--- config.mk ---
export PLATFORM = sky130hd
export DESIGN_NAME = final_cos
export DESIGN_NICKNAME = d
export VERILOG_FILES = /design/src/rtl/final_cos.sv
export SDC_FILE = /design/constraint.sdc
export NUM_CORES = 2
export LEC_CHECK = 0
export CAP_MARGIN = 20
export CELL_PAD_IN_SITES_DETAIL_PLACEMENT = 0
export CELL_PAD_IN_SITES_GLOBAL_PLACEMENT = 1
export CORE_UTILIZATION = 31
export CTS_BUF_LIST = sky130_fd_sc_hd__clkbuf_8
export CTS_CLUSTER_SIZE = 14
export DETAILED_ROUTE_END_ITERATION = 8
export PLACE_DENSITY_LB_ADDON = 0.1
export SYNTH_ARGS = -nofsm -noshare
export SYNTH_HDL_FRONTEND = slang
export SYNTH_SLANG_ARGS = --single-unit
--- constraint.sdc ---
create_clock -name clk -period 7.6 [get_ports clk]
set_input_delay 1.14 -clock clk [delete_from_list [all_inputs] [get_ports clk]]
set_output_delay 1.14 -clock clk [all_outputs]
set_load 0.05 [all_outputs]
--- src/rtl/final_cos.sv ---
`default_nettype none
// ============================================================================
// Module   : final_cos
// Purpose  : Sequential cos(x) by truncated Taylor series in Q8.8 fixed point.
//            cos(x) ~= 1 - x^2/2! + x^4/4! - x^6/6!, using at most 4 terms and
//            one term per clock. This file also holds final_cos_2, an
//            alternate implementation that is pin- and cycle-compatible and
//            produces bit-identical results.
// Ports    : x       in  16  angle, signed Q8.8 radians
//            y       in   8  requested term count N (clamped to 1..4)
//            start   in   1  level request; computation begins on release
//            clk     in   1  rising-edge clock
//            rst     in   1  asynchronous active-low reset
//            ready   out  1  idle and result valid
//            outCosx out 16  cos(x), signed Q8.8, held until next result
// Revision : 1.0 - initial release
// ============================================================================
module final_cos (
  input  logic [15:0] x,
  input  logic [7:0]  y,
  input  logic        start,
  input  logic        clk,
  input  logic        rst,
  output logic        ready,
  output logic [15:0] outCosx
);

  typedef enum logic [2:0] {
    IDLE     = 3'd0,
    WAIT_REL = 3'd1,
    LOAD     = 3'd2,
    SQUARE   = 3'd3,
    ITER     = 3'd4,
    DONE     = 3'd5
  } state_t;

  state_t             r_state;
  state_t             w_state_nxt;
  logic               r_ready;
  logic [15:0]        r_out;
  logic signed [15:0] r_x;
  logic signed [15:0] r_x2;
  logic signed [15:0] r_acc;
  logic signed [31:0] r_power;
  logic [2:0]         r_neff;
  logic [2:0]         r_k;

  logic [2:0]         w_neff;
  logic signed [8:0]  w_coef;
  logic signed [31:0] w_x2_full;
  logic signed [40:0] w_term_full;
  logic signed [47:0] w_pow_full;
  logic signed [15:0] w_x2;
  logic signed [15:0] w_term;
  logic signed [31:0] w_pow_nxt;
  logic               w_last;

  // Requested term count clamped to 1..4.
  always_comb begin
    w_neff = y[2:0];
    if (y == 8'd0) begin
      w_neff = 3'd1;
    end else if (y > 8'd4) begin
      w_neff = 3'd4;
    end
  end

  // Q8.8 coefficients 1/(2k)!; 1/720 rounds to zero.
  always_comb begin
    w_coef = 9'sd0;
    case (r_k)
      3'd1:    w_coef = 9'sd128;
      3'd2:    w_coef = 9'sd11;
      default: w_coef = 9'sd0;
    endcase
  end

  // Full-width products; the Q8.8 realignment keeps the bits above the
  // 8-bit fraction and wraps into the destination width.
  assign w_x2_full   = r_x * r_x;
  assign w_term_full = r_power * w_coef;
  assign w_pow_full  = r_power * r_x2;
  assign w_x2        = 16'(w_x2_full >>> 8);
  assign w_term      = 16'(w_term_full >>> 8);
  assign w_pow_nxt   = 32'(w_pow_full >>> 8);
  assign w_last      = (r_k == (r_neff - 3'd1));

  always_ff @(posedge clk or negedge rst) begin
    if (!rst) begin
      r_state <= IDLE;
    end else begin
      r_state <= w_state_nxt;
    end
  end

  always_comb begin
    w_state_nxt = r_state;
    case (r_state)
      IDLE:     if (start)  w_state_nxt = WAIT_REL;
      WAIT_REL: if (!start) w_state_nxt = LOAD;
      LOAD:     w_state_nxt = SQUARE;
      SQUARE:   w_state_nxt = (r_neff == 3'd1) ? DONE : ITER;
      ITER:     if (w_last) w_state_nxt = DONE;
      DONE:     w_state_nxt = IDLE;
      default:  w_state_nxt = IDLE;
    endcase
  end

  always_ff @(posedge clk or negedge rst) begin
    if (!rst) begin
      r_ready <= 1'b1;
      r_out   <= 16'h0000;
      r_x     <= 16'sd0;
      r_x2    <= 16'sd0;
      r_acc   <= 16'sd0;
      r_power <= 32'sd0;
      r_neff  <= 3'd0;
      r_k     <= 3'd0;
    end else begin
      // Ready tracks the state we are about to enter, so it is high
      // exactly while idle.
      r_ready <= (w_state_nxt == IDLE);
      case (r_state)
        LOAD: begin
          r_x    <= $signed(x);
          r_neff <= w_neff;
          r_acc  <= 16'sd256;
          r_k    <= 3'd1;
        end
        SQUARE: begin
          r_x2    <= w_x2;
          r_power <= {{16{w_x2[15]}}, w_x2};
        end
        ITER: begin
          // Odd terms of the cosine series are negative.
          r_acc   <= r_k[0] ? (r_acc - w_term) : (r_acc + w_term);
          r_power <= w_pow_nxt;
          r_k     <= r_k + 3'd1;
        end
        DONE: begin
          r_out <= r_acc;
        end
        default: begin
        end
      endcase
    end
  end

  assign ready   = r_ready;
  assign outCosx = r_out;

endmodule

`default_nettype wire

==> Word level (Yosys, flattened, before mapping) <==
Cells that the tools add are included.
W data, S select, Z words.
{ "op_classes": {"add_sub_neg": 4, "multipliers": 3, "order_cmp": 1, "n_eq_ne": 9, "muxes": 12, "n_reduce_logical": 5} }
{ "ops": {"columns": ["cell", "count"], "rows": [
  ["$pmux W32 S2", 1],
  ["$mul A32 B16 Y40", 1],
  ["$mul A32 B9 Y24", 1],
  ["$pmux W16 S2", 1],
  ["$mul A16 B16 Y24", 1],
  ["$add A16 B16 Y16", 1],
  ["$mux W16", 1],
  ["$pmux W8 S2", 1],
  ["$sub A16 B16 Y16", 1],
  ["$mux W3", 5],
  ["$pmux W3 S5", 1],
  ["$eq A3 B1 Y1 const B", 3],
  ["$eq A3 B2 Y1 const B", 3],
  ["$gt A8 B3 Y1 const B", 1],
  ["$logic_not A8 Y1", 1],
  ["$eq A3 B3 Y1 const B", 2],
  ["$logic_not A3 Y1", 2],
  ["$pmux W3 S2", 1],
  ["$reduce_bool A2 Y1", 2],
  ["$add A3 B1 Y3 const B", 1],
  ["$eq A3 B3 Y1", 1],
  ["$sub A3 B1 Y3 const B", 1],
  ["$mux W1", 1]
]} }
{ "totals": {"reg_bits": 106, "input_bits": 27, "out_inout_bits": 17, "wordCells": 43} }

==> Logic depth before layout (Yosys ltp) <==
{ "logic_depth": {"ltp_word": 6, "ltp_mapped": 34} }

==> Least setup slack after synthesis <==
Ideal clock, no wire load.
{ "synth_timing": {"path_kind": "reg-to-reg", "start": "register r_k[0]", "end": "register r_acc[15]", "setup_time_ns": 0.121, "t_arrival_ns": 7.133, "t_required_ns": 7.479, "setup_slack_ns": 0.346, "path_stages_with_launch": 34, "cell_sequence": "dfrtp_1 -> clkbuf_1 -> inv_1 -> ha_1 -> nor2b_1 -> clkbuf_1 -> clkbuf_1 -> and3_1 -> ha_1 -> fa_1 -> inv_1 -> fa_1 -> inv_1 -> ha_1 -> clkbuf_1 -> and3_1 -> and3_1 -> nor2b_1 -> o311a_1 -> a221o_1 -> or2_1 -> clkbuf_1 -> nor4_1 -> mux2i_1 -> o2111a_1 -> xor2_1 -> ha_1 -> a21o_1 -> a41oi_1 -> o21ai_0 -> xnor2_1 -> xnor2_1 -> xnor2_1 -> a22o_1"} }
{ "synth_between": {"elab_chain_len": 6} }
{ "synth_lines": {"columns": ["element", "line_no", "rtl"], "rows": [
  ["from (decl)", "46", "logic [2:0] r_k;"],
  ["from (signal assigned)", "138", "r_k <= r_k + 3'd1;"],
  ["$eq A3 B2 Y1 or $eq A3 B1 Y1 (tied branches)", "71", "case (r_k)"],
  ["$pmux W8 S2", "71", null],
  ["$mul A32 B9 Y24", "81", "assign w_term_full = r_power * w_coef;"],
  ["$add A16 B16 Y16 or $sub A16 B16 Y16 (tied branches)", "136", "r_acc <= r_k[0] ? (r_acc - w_term) : (r_acc + w_term);"],
  ["$mux W16 (*)", "136", null],
  ["$pmux W16 S2 (*)", "123", "case (r_state)"],
  ["to (signal assigned)", "136", null],
  ["to (decl)", "43", "logic signed [15:0] r_acc;"]
]} }
Mark *: on every way between the ends. The rest lies on a longest branch, timed or not.
A chain may end at the register's enable or synchronous reset.

==> Final worst setup path <==
{ "layout_timing": {"start": "register r_x2[6]", "end": "register r_power[31]"} }
{ "layout_between": {"elab_chain_len": 2} }
{ "layout_lines": {"columns": ["element", "line_no", "rtl"], "rows": [
  ["from (decl)", "42", "logic signed [15:0] r_x2;"],
  ["from (signal assigned)", "131", "r_x2 <= w_x2;"],
  ["$mul A32 B16 Y40", "82", "assign w_pow_full = r_power * r_x2;"],
  ["$pmux W32 S2", "123", null],
  ["to (signal assigned)", "132", "r_power <= {{16{w_x2[15]}}, w_x2};"],
  ["to (signal assigned)", "137", "r_power <= w_pow_nxt;"],
  ["to (decl)", "44", "logic signed [31:0] r_power;"]
]} }
No other way between the ends.

==> results.py <==
metrics = {
    "synthesis": {
        "synth.distinct_cells": 76,
        "synth-warning-count": 0,
        "yosysTopAreaCell": "fa_1",
        "synth_top_cell_area_share_pct": 41.7,
        "synth_flop_cell": "dfrtp_1",
        "netlist_area_um2": 29400,
        "ys_seq_elements": 106,
        "yosys-top-cells-area": "fa_1 (42%), ha_1 (11%), inv_1 (9.5%)",
        "async_flop_share_pct": 100,
        "syn_nets": 4145,
        "avgSynthCellArea_um2": 9.05,
        "syn_inst": 3246,
        "synth_edf_count": 0,
        "ys_seq_area_share_pct": 9.03,
    },
    "floorplanning": {
        "core-area_um2": 93600,
        "initial_core_util_pct": 31.4,
        "io_pins": 44,
        "die-area_um2": 96000,
        "dieWidth_um": 310,
        "rows": 112,
        "fp.dieH_um": 310,
    },
    "worst_setup_path": {
        "cp_slowest_cell": "dfrtp_1",
        "crit_top_cell": "fa_1",
        "max_stage_delay_ns": 0.69,
        "critPathRequiredTime_ns": 7.94,
        "cpLargestDelayFamily": "adder cells",
        "cp.arrival_ns": 7.66,
        "cp_num_buf_inv": 4,
        "path_class": "reg2reg",
        "crit_path_start_kind": "flop",
        "setup.worst_path.end_class": "flop",
        "path_cells": "buf_4 > nand2_1 > fa_1 > inv_1 > fa_1 > inv_1 > fa_1 > fa_1 > fa_1 > inv_1 > fa_1 > ha_1 > nand4_1 > nor2_1 > a2111oi_4 > o31ai_2 > o41a_1 > a31o_1 > o41ai_4 > nor2_1 > o21a_1 > a2111o_1",
        "cp_max_fo": 23,
    },
    "cells_and_area": {
        "fillers": 9908,
        "layout-drive-gt1-share_pct": 6.09,
        "layout_commonest_cell": "inv_1",
        "synthToLayoutAreaGrowth_pct": 8.98,
        "layout.nets": 4164,
        "final_cell_mix": "inv_1 (744), fa_1 (612), nand2_1 (457)",
    },
    "sta": {
        "fin_crit_sh_pct": 96.2,
        "fin_setup_tns_ns": 0,
        "setup_violations": 0,
        "fin_crit_ns": 7.31,
        "worst_pin_slew_ns": 0.842,
        "rsz0062_at_grt": "no",
        "slew_viol_final": 0,
        "skew_ns": 0.0299,
        "slew_headroom_pct": 43.8,
        "max_freq_ghz": 0.137,
        "hold_viol": 0,
    },
    "routing": {
        "routed_via_density": 4.59,
        "drc": 0,
        "wl_per_cell_um": 18.5,
        "ant_nets": 0,
        "drt-pass1-iter-count": 5,
        "drt_wl_total_um": 83900,
        "via_count": 20787,
        "drtIter0Drc": 897,
    },
    "cts": {
        "cts_sinks": 106,
        "cts.path.max_buffers": 2,
        "holdBufCountCts": 0,
        "htreeDepth": 3,
        "cts_tree": "done",
        "clk_latency_ns": 0.46,
        "cts_buffers": 9,
        "clk_pin_slew_worst_paths_ns": 0.15,
        "root_buffer": "clkbuf_8",
    },
    "placement": {
        "place_congestion": 0.808,
        "port_buffers": 43,
        "dp_hpwl_um": 69700,
    },
    "grt": {
        "grt_pass1_vias": 23501,
        "antenna_found_initial": 2,
        "grt_first_pass_wirelength_um": 136000,
        "overflow": 0,
        "grt_usage_pct": 18.6,
        "grt_max_degree": 57,
    },
    "min_path": {
        "hold_class": "reg2reg",
    },
    "flow_run": {
        "cap_viol_max_count": 0,
    },
    "outcome": {
        "outcome": "complete, no violations",
    },
}
## through the flow
| step | utilization (%) | hold WS [ns] | instances | cell area, um^2 | setup WS, ns |
|---|---|---|---|---|---|
| 2_1_floorplan | - | 0.450 | 3246 | 29400 | 0.346 |
| 3_3_place_gp | 33.9 | 0.463 | 4505 | 31700 | 0.223 |
| 3_5_place_dp | 33.9 | 0.471 | 4507 | 31800 | 0.132 |
| 4_1_cts | 34.2 | 0.506 | 4523 | 32000 | 0.0928 |
| 5_1_grt | 34.2 | 0.537 | 4525 | 32000 | 0.0142 |
| 6_report | 34.2 | 0.495 | 4528 | 32000 | 0.286 |
## repair_timing
action                                  in CTS  in global routing
setup buffers                                0                  0
gates resized for setup                      0                  6
endpoints found under the setup margin       0                  3
## routing by layer
metal	vias to the layer above	share of wire, %	global-route usage, %
met5	-	0	0
met1	10848	47	26.0
li1	9701	-	-
met4	0	0.85	2.38
met3	31	2.1	1.06
met2	207	50	32.4
## worst paths after layout
| check | from | to | slack (ns) | cells after the start |
|---|---|---|---|---|
| worst max-delay path | r_x2[6] | r_power[31] | 0.29 | 22 |
| worst min-delay path | r_acc[0] | r_acc[0] | 0.50 | 2 |
| worst max register to register | r_x2[6] | r_power[31] | 0.29 | 22 |
| worst min register to register | r_acc[0] | r_acc[0] | 0.50 | 2 |
| max in group asynchronous | rst | r_power[10] | 5.51 | 2 |
| min in group asynchronous | rst | r_x[14] | 0.71 | 1 |
## sequential cells by signal (all words and copies together), names as in the netlist
name     cells
r_power     32
outCosx     16
r_acc       16
r_x2        16
r_x         16
r_k          3
r_neff       3
r_state      3
ready        1
## synth_stat cells (5+ instances only)
cell	count
nor2b_1	14
o211ai_1	5
nand3_1	9
a31oi_1	12
nand4_1	10
a22oi_1	5
nor3_1	24
a211oi_1	6
nand2_1	457
o21a_1	11
and2_1	240
mux2_2	25
inv_1	744
nor2_1	97
ha_1	260
nand2b_1	38
clkbuf_1	156
xnor2_1	97
xor2_1	44
fa_1	612
or3_1	5
a22o_1	5
or2_2	7
a21oi_1	57
dfrtp_1	105
and3_1	22
a21o_1	28
a221o_1	14
o21ai_0	49
o21bai_1	6
## cell type report
cell class	count	area [um^2]	area share, %
Inverter	745	2800	8.73
Sequential cell	106	2660	8.29
Timing Repair Buffer	168	1420	4.43
Clock buffer	9	124	0.387
Antenna cell	4	10.0	0.0313
Clock inverter	7	81.3	0.254
Multi-Input combinational cell	2235	23400	73.0
Tap cell	1254	1570	4.90
## cells by family (layout without fill, tap and decap cells)
kind of cell | Yosys count | in the layout | synth area share (%)
muxes | 29 | 29 | 1.09
DFF | 106 | 106 | 9.03
and+or+nand+nor | 942 | 943 | 15.3
AOI/OAI and AO/OA | 250 | 250 | 5.98
other | 0 | 4 | 0
xor gates and xnor gates | 141 | 141 | 4.20
adders and majority gates | 872 | 872 | 52.8
buffers and inverters | 906 | 929 | 11.6
## worst register-to-register path, delay by kind of cell, from the launching register on
family,cells,cell delay (ns)
DFF,1,0.69
adders and majority gates,7,3.32
and+or+nand+nor,4,0.47
AOI/OAI and AO/OA,7,2.09
buffers and inverters,4,0.64
Power is left out: the tool's default activity adds up to more than one toggle a clock period on the data nets, which glitch-free logic cannot reach.
